### config.mk
export PLATFORM = sky130hd
export DESIGN_NAME = ds_pixel_fetch
export DESIGN_NICKNAME = d
export VERILOG_FILES = /design/src/rtl/ds_pkg.sv /design/src/rtl/ds_addr_gen.sv /design/src/rtl/ds_pixel_fetch.sv
export SDC_FILE = /design/constraint.sdc
export NUM_CORES = 1
export LEC_CHECK = 0
export CORE_ASPECT_RATIO = 1.25
export CORE_MARGIN = 4
export CORE_UTILIZATION = 42
export DETAILED_ROUTE_END_ITERATION = 7
export HOLD_SLACK_MARGIN = 0.15
export PLACE_DENSITY = 0.76
export SYNTH_ARGS = -nofsm -noshare
export SYNTH_HDL_FRONTEND = slang
export SYNTH_SLANG_ARGS = --single-unit
### constraint.sdc
create_clock -name clk -period 1.48 [get_ports clk]
set_input_delay 0.296 -clock clk [delete_from_list [all_inputs] [get_ports clk]]
set_output_delay 0.296 -clock clk [all_outputs]
set_load 0.02 [all_outputs]
### src/rtl/ds_pkg.sv
// ds_pkg: shared types for the downscaler pixel fetch engine.
package ds_pkg;
  typedef enum logic [2:0] {IDLE, WAIT_STEP, FETCH, DRAIN, EMIT, DONE} ds_fetch_state_t;
  typedef logic [1:0] tap_t;
  typedef logic [7:0] pix_t;
endpackage

### src/rtl/ds_addr_gen.sv
// ds_addr_gen: destination x/y counters and 2x2 tap address generation.
module ds_addr_gen
  import ds_pkg::*;
#(
  parameter int ADDR_BITS = 8,
  parameter int SRC_W     = 16,
  parameter int SRC_H     = 16,
  parameter int BASE_ADDR = 0,
  parameter int XW        = 3,
  parameter int YW        = 3
) (
  input  logic                 clk,
  input  logic                 aclr_n,
  input  logic                 clear,
  input  logic                 advance,
  input  logic [1:0]           tap,
  output logic [XW-1:0]        x,
  output logic [YW-1:0]        y,
  output logic                 last,
  output logic [ADDR_BITS-1:0] addr
);
  logic x_end, y_end;
  assign x_end = 32'(x) == SRC_W / 2 - 1;
  assign y_end = 32'(y) == SRC_H / 2 - 1;
  assign last  = x_end && y_end;
  always_ff @(posedge clk or negedge aclr_n)
    if (!aclr_n) begin
      x <= '0;
      y <= '0;
    end else if (clear) begin
      x <= '0;
      y <= '0;
    end else if (advance) begin
      x <= x_end ? '0 : x + XW'(1);
      y <= !x_end ? y : y_end ? '0 : y + YW'(1);
    end
  // truncation to ADDR_BITS gives the modulo wrap-around
  assign addr = ADDR_BITS'(32'(BASE_ADDR) + (32'(y) * 2 + 32'(tap[1])) * 32'(SRC_W)
                          + 32'(x) * 2 + 32'(tap[0]));
endmodule

### src/rtl/ds_pixel_fetch.sv
// ds_pixel_fetch: fetches 2x2 source neighbourhoods for a 2:1 downscale.
// Define DS_FETCH_STEP_EN to compile in single-step gating (WAIT_STEP).
module ds_pixel_fetch
  import ds_pkg::*;
#(
  parameter int ADDR_BITS = 8,
  parameter int SRC_W     = 16,
  parameter int SRC_H     = 16,
  parameter int BASE_ADDR = 0,
  localparam int XW = SRC_W > 2 ? $clog2(SRC_W / 2) : 1,
  localparam int YW = SRC_H > 2 ? $clog2(SRC_H / 2) : 1
) (
  input  logic                 clk,
  input  logic                 aclr_n,
  input  logic                 start_proc_pulse,
  input  logic                 step_mode,
  input  logic                 step_pulse,
  output logic                 mem_req,
  input  logic                 mem_gnt,
  output logic [ADDR_BITS-1:0] mem_addr,
  input  logic [7:0]           mem_data_out,
  output logic                 px_valid,
  input  logic                 px_ready,
  output logic [7:0]           px00,
  output logic [7:0]           px01,
  output logic [7:0]           px10,
  output logic [7:0]           px11,
  output logic [XW-1:0]        px_x,
  output logic [YW-1:0]        px_y,
  output logic                 busy,
  output logic                 done
);
  if (SRC_W < 2 || SRC_W % 2 != 0 || SRC_H < 2 || SRC_H % 2 != 0) begin : g_dim_chk
    $error("ds_pixel_fetch: SRC_W and SRC_H must be even and >= 2");
  end
  if (SRC_W * SRC_H > 2 ** ADDR_BITS) begin : g_size_chk
    $error("ds_pixel_fetch: source image does not fit the address space");
  end
  ds_fetch_state_t state, state_nx;
  tap_t tap, cap_k;
  logic cap_v, clear, advance, last, gate;
  logic [ADDR_BITS-1:0] tap_addr, last_addr;
`ifdef DS_FETCH_STEP_EN
  assign gate = step_mode;
`else
  logic unused_step;
  assign unused_step = step_mode ^ step_pulse;
  assign gate = 1'b0;
`endif
  ds_addr_gen #(
    .ADDR_BITS(ADDR_BITS), .SRC_W(SRC_W), .SRC_H(SRC_H),
    .BASE_ADDR(BASE_ADDR), .XW(XW), .YW(YW)
  ) u_addr_gen (
    .clk(clk), .aclr_n(aclr_n), .clear(clear), .advance(advance), .tap(tap),
    .x(px_x), .y(px_y), .last(last), .addr(tap_addr)
  );
  always_comb begin
    state_nx = state;
    clear    = 1'b0;
    advance  = 1'b0;
    case (state)
      IDLE, DONE: begin
        clear    = start_proc_pulse;
        state_nx = start_proc_pulse ? (gate ? WAIT_STEP : FETCH) : IDLE;
      end
`ifdef DS_FETCH_STEP_EN
      WAIT_STEP: state_nx = (step_pulse || !step_mode) ? FETCH : WAIT_STEP;
`endif
      FETCH:   state_nx = (mem_gnt && tap == 2'd3) ? DRAIN : FETCH;
      DRAIN:   state_nx = EMIT;
      EMIT: begin
        advance  = px_ready;
        state_nx = !px_ready ? EMIT : last ? DONE : gate ? WAIT_STEP : FETCH;
      end
      default: state_nx = IDLE;
    endcase
  end
  assign mem_req  = state == FETCH;
  assign mem_addr = mem_req ? tap_addr : last_addr;
  assign px_valid = state == EMIT;
  assign busy     = state inside {WAIT_STEP, FETCH, DRAIN, EMIT};
  always_ff @(posedge clk or negedge aclr_n)
    if (!aclr_n) begin
      state     <= IDLE;
      tap       <= '0;
      cap_v     <= 1'b0;
      cap_k     <= '0;
      last_addr <= '0;
      done      <= 1'b0;
      px00      <= '0;
      px01      <= '0;
      px10      <= '0;
      px11      <= '0;
    end else begin
      state     <= state_nx;
      tap       <= (mem_req && mem_gnt) ? tap + 2'd1 : tap;
      cap_v     <= mem_req && mem_gnt;
      cap_k     <= tap;
      last_addr <= mem_req ? tap_addr : last_addr;
      done      <= clear ? 1'b0 : (state_nx == DONE) ? 1'b1 : done;
      // read data lags the granted address by one cycle
      px00      <= (cap_v && cap_k == 2'd0) ? mem_data_out : px00;
      px01      <= (cap_v && cap_k == 2'd1) ? mem_data_out : px01;
      px10      <= (cap_v && cap_k == 2'd2) ? mem_data_out : px10;
      px11      <= (cap_v && cap_k == 2'd3) ? mem_data_out : px11;
    end
endmodule

# --- Yosys cells after proc, flatten, opt, wreduce, memory -nomap -nowiden ---
# Index checks and enable logic that the tools add are counted.
totals:
  reg_bits: 55
  in_bits: 15
  word_cells: 62
op_classes:
  n_addsub: 6
  eq_ne: 12
  muxes: 17
  reduce_logical: 15
op_table:
  columns: ["operator", "n"]
  rows:
  - ["2-to-1 mux 3 bit", 9]
  - ["equality test 3 bit, second input constant", 5]
  - ["case mux 3 bit (4 select lines)", 1]
  - ["adder 8 x 1 -> 8 bit", 1]
  - ["adder 8 x 4 -> 8 bit", 1]
  - ["2-to-1 mux 8 bit", 1]
  - ["logical AND 1 bit", 7]
  - ["adder 3 x 1 -> 3 bit, second input constant", 2]
  - ["equality test 2 bit, second input constant", 3]
  - ["equality test 3 x 2 -> 1 bit, second input constant", 2]
  - ["nonzero test 2 bit", 3]
  - ["2-to-1 mux 1 bit", 5]
  - ["adder 4 x 1 -> 4 bit", 1]
  - ["nonzero test 4 bit", 1]
  - ["equality test 3 x 1 -> 1 bit, second input constant", 1]
  - ["logical NOT 3 bit", 1]
  - ["adder 2 x 1 -> 2 bit, second input constant", 1]
  - ["equality test 2 x 1 -> 1 bit, second input constant", 1]
  - ["logical NOT 2 bit", 1]
  - ["2-to-1 mux 2 bit", 1]
  - ["AND reduction 2 bit", 1]
  - ["OR reduction 2 bit", 1]

# --- Longest topological paths before layout ---
logic_depth:
  depth_word: 8
  mapped_depth: 5
  mapped_depth_nobuf: 5

# --- By module ---
# A second synthesis with hierarchy kept.
hier_totals:
  hier_cells: 151
  area_unflattened_um2: 2285.9
by_module_without_submodules:
  columns: ["module", "n_inst", "cells_each", "area_per_inst_um2"]
  rows:
  - ["ds_pixel_fetch", 1, 114, 1885.6]
  - ["ds_addr_gen", 1, 37, 400.4]

# --- Worst setup path after synthesis ---
# Ideal clock, no wire load.
synth_timing:
  kind: "flip-flop to output port"
  start: "reg state[2]"
  end: "out mem_addr[0]"
  t_arrival_ns: 1.406
  required_time_ns: 1.184
  slack_ns: -0.222
  path_stages_with_launch: 4
  n_path_buf: 1
  cell_sequence: "dfrtp_1 > nor3b_1 > buf_4 > mux2_2"
synth_via:
  elab_chain_len: 2
synth_lines:
  columns: ["element", "line", "text"]
  rows:
  - ["start: declaration", "ds_pixel_fetch.sv:39", "ds_fetch_state_t state, state_nx;"]
  - ["start signal: assignment", "ds_pixel_fetch.sv:95", "state <= state_nx;"]
  - ["equality test 3 x 2 -> 1 bit", "ds_pixel_fetch.sv:78", "assign mem_req = state == FETCH;"]
  - ["net mem_req", "ds_pixel_fetch.sv:18", "output logic mem_req,"]
  - ["2-to-1 mux 8 bit", null, null]
  - ["end: declaration", "ds_pixel_fetch.sv:20", "output logic [ADDR_BITS-1:0] mem_addr,"]
# The timed path passes the listed nets, and every way through them passes these cells.

# --- Worst setup path after layout ---
layout_timing:
  start: "reg state[0]"
  end: "out mem_addr[5]"
layout_via:
  elab_chain_len: 2
layout_lines:
  columns: ["element", "line"]
  rows:
  - ["equality test 3 x 2 -> 1 bit", "ds_pixel_fetch.sv:78"]
  - ["2-to-1 mux 8 bit", null]
# Every way passes these cells.

==> impl_metrics.py <==
metrics = {
    "synth": {
        "syn_area_um2": 2181,
        "yosysUniqueCellTypes": 26,
        "synth_fp_nets": 165,
        "syn_inst": 145,
        "yosysSeqAreaShare_pct": 63.11,
        "synth.avg_cell_area_um2": 15.04,
        "ys_seq_elements": 55,
        "yosys_warnings": 0,
    },
    "place": {
        "dp_cells": 289,
        "place_congestion": 0.7710,
        "dpl_cell_area_um2": 3115,
        "place_ws_ns": -0.5071,
        "dp_hpwl_mm": 3.286,
        "numPortBuffers": 62,
    },
    "die": {
        "initial_core_util_pct": 43.24,
        "dieArea_um2": 6417,
        "ios": 65,
        "core_area_um2": 5044,
        "dieHeight_um": 88.57,
        "die_x_um": 72.45,
        "row_count": 29,
    },
    "power": {
        "p_leak_nw": 1.544,
        "vdd_drop_max_mv": 1.462,
        "powerDensity_nw_per_um2": 2014,
    },
    "clock_tree": {
        "cts_tree": "yes",
        "clock_sinks": 55,
        "clk_pin_slew_ns": 0.08,
        "cts_buffer_depth": 2,
        "clk_latency_ns": 0.30,
        "root_buffer": "clkbuf_8",
        "htreeDepth": 2,
        "cts_buffers": 5,
    },
    "worst_setup_path": {
        "critical_path_class": "register to output pin",
        "critPathMaxFanout": 6,
        "cp-end-kind": "output pin",
        "cp-start-kind": "register",
        "required_ns": 1.18,
        "cp.arrival_ns": 1.59,
    },
    "finish": {
        "stdcell_count": 303,
        "multi_input_area_um2": 913.4,
        "drive_above_1_share_pct": 47.30,
        "syn_to_final_growth_pct": 52.09,
        "stdcell_area_um2": 3317,
        "nets": 260,
        "seqCellArea_um2": 1381,
        "fillers": 401,
        "antenna_cells": 0,
    },
    "flow_run": {
        "cap_viol_max_count": 0,
    },
    "timing": {
        "tightest_slew_ns": 0.4784,
        "finClkSkew_ns": 0.008263,
        "slew_violations": 0,
        "min_period_ns": 1.891,
        "rsz0062_at_grt": "yes",
        "hold_violations": 0,
        "slew_headroom_pct": 68.01,
        "setup_viol": 13,
        "min_period_over_period_pct": 127.7,
        "fmax_ghz": 0.5289,
        "hold_slack_ns": 0.4745,
        "setup_ws_ns": -0.4106,
    },
    "global_route": {
        "antenna_found_initial": 0,
        "grt_max_degree": 56,
        "grt.overflow.total": 0,
        "grt_pass1_vias": 1639,
        "grt_pass1_wl_mm": 8.052,
        "track_usage_pct": 16.45,
    },
    "hold_path": {
        "hold_path.class": "register to register",
    },
    "detailed_routing": {
        "num_vias": 1512,
        "drc_errors": 0,
        "ant_nets": 0,
        "drtIter0Drc": 77,
        "drt_first_pass_iters": 2,
        "avgViaCountPerCell": 4.990,
        "route.detailed.wl_per_inst_um": 15.76,
        "wirelength_mm": 4.775,
    },
    "run_status": {
        "status": "complete, but fails checks",
        "failed_checks": "setup timing",
    },
}
power breakdown:
group	leakage [nW]	switching, mW	internal (mW)	total, mW
Clock	0.0524	0.452	0.507	0.959
Combinational	0.820	1.60	1.71	3.31
Sequential	0.671	0.316	2.10	2.42
repair_timing:
action                                  4_1_cts  5_1_grt
hold buffers                                  1        0
buffers inserted                              3        2
endpoints found under the setup margin       52       18
hold endpoints to repair                     55        0
resized for setup                           119       19
pin swaps                                     1        2
gates cloned                                  1        0
flip-flops by register name (all words and copies together), names as in the netlist, 3 cells and up:
signal        cells
last_addr         8
px00              8
px01              8
px10              8
px11              8
state             3
u_addr_gen.x      3
u_addr_gen.y      3
critical path: stages, from the launching register on:
cell     delay (ns)
dfrtp_1        0.41
nor3b_4        0.27
buf_12         0.17
mux2_4         0.31
buf_6          0.13
synthesized netlist by cell type:
library cell | n | area [µm²]
a21oi_1 | 6 | 30.03
a22o_1 | 1 | 8.760
a311o_1 | 1 | 10.01
a31o_2 | 1 | 8.760
and2_1 | 1 | 6.260
and2b_1 | 1 | 7.510
and4bb_2 | 1 | 12.51
buf_4 | 1 | 7.510
clkbuf_2 | 1 | 5.000
dfrtp_1 | 55 | 1376
ha_1 | 5 | 62.56
inv_1 | 2 | 7.510
mux2_2 | 41 | 461.7
nand2_1 | 8 | 30.03
nand3_1 | 3 | 15.01
nand3b_1 | 2 | 15.01
nand4bb_1 | 1 | 11.26
nor2_1 | 2 | 7.510
nor3b_1 | 1 | 7.510
nor3b_2 | 2 | 25.02
o21ai_0 | 3 | 15.01
o21ba_2 | 1 | 10.01
or3_1 | 1 | 6.260
or4_1 | 1 | 7.510
xnor2_1 | 2 | 17.52
xor2_1 | 1 | 8.760
layout make-up:
type	instances	share of cell area [%]
Clock buffer	7	2.301
Tap cell	62	2.339
Inverter	2	0.2263
Timing Repair Buffer	90	25.05
Multi-Input combinational cell	86	27.54
Sequential cell	55	41.64
Clock inverter	1	0.9053
final timing paths:
kind                       startpoint         endpoint  slack [ns]  cells past startpoint
setup reg to reg             state[0]  u_addr_gen.x[0]       -0.08                      6
max in group asynchronous      aclr_n  u_addr_gen.x[0]        0.70                      3
setup / recovery             state[0]      mem_addr[5]       -0.41                      4
hold / removal                 tap[1]         cap_k[1]        0.47                      0
hold reg to reg                tap[1]         cap_k[1]        0.47                      0
min in group asynchronous      aclr_n          px01[4]        0.53                      3
stage by stage:
step	TNS (ns)	util, %	power, mW
2_1_floorplan	-0.3659	-	4.217
3_3_place_gp	-5.050	61.77	5.774
3_5_place_dp	-5.330	61.77	5.849
4_1_cts	-4.117	65.22	6.790
5_1_grt	-4.836	65.77	7.106
6_report	-3.875	65.77	6.681
layer usage:
metal,GRT usage [%],vias to the layer above,part of all wire [%]
met2,28.25,52,49
li1,-,713,-
met1,19.85,739,42
met4,5.201,0,1.5
met5,0,-,0
met3,5.000,8,7.5
cell usage in the layout (no fill, tap or decap), drive strengths merged:
cell and n:
a21oi 6, a22o 1, a311o 1, a31o 1, and2 1, and2b 1
and4bb 1, buf 40, bufinv 1, clkbuf 9, clkdlybuf4s15 3, clkdlybuf4s50 11
dfrtp 55, dlygate4sd2 33, dlygate4sd3 1, ha 5, inv 2, mux2 41
nand2 8, nand3 3, nand3b 2, nand4bb 1, nor2 2, nor3b 3
o21ai 3, o21ba 1, or3 1, or4 1, xnor2 2, xor2 1
cell families after synthesis:
group                    Yosys count  synth area share [%]
flip-flops                        55                 63.11
multiplexers                      41                 21.17
AND/OR/NAND/NOR                   24                 6.942
AO/OA/AOI/OAI                     13                 3.787
adder cells (fa/ha/maj)            5                 2.869
buffers and inverters              4                0.9180
XOR/XNOR                           3                 1.205
Note: power is estimated with default switching activity, not from simulation.
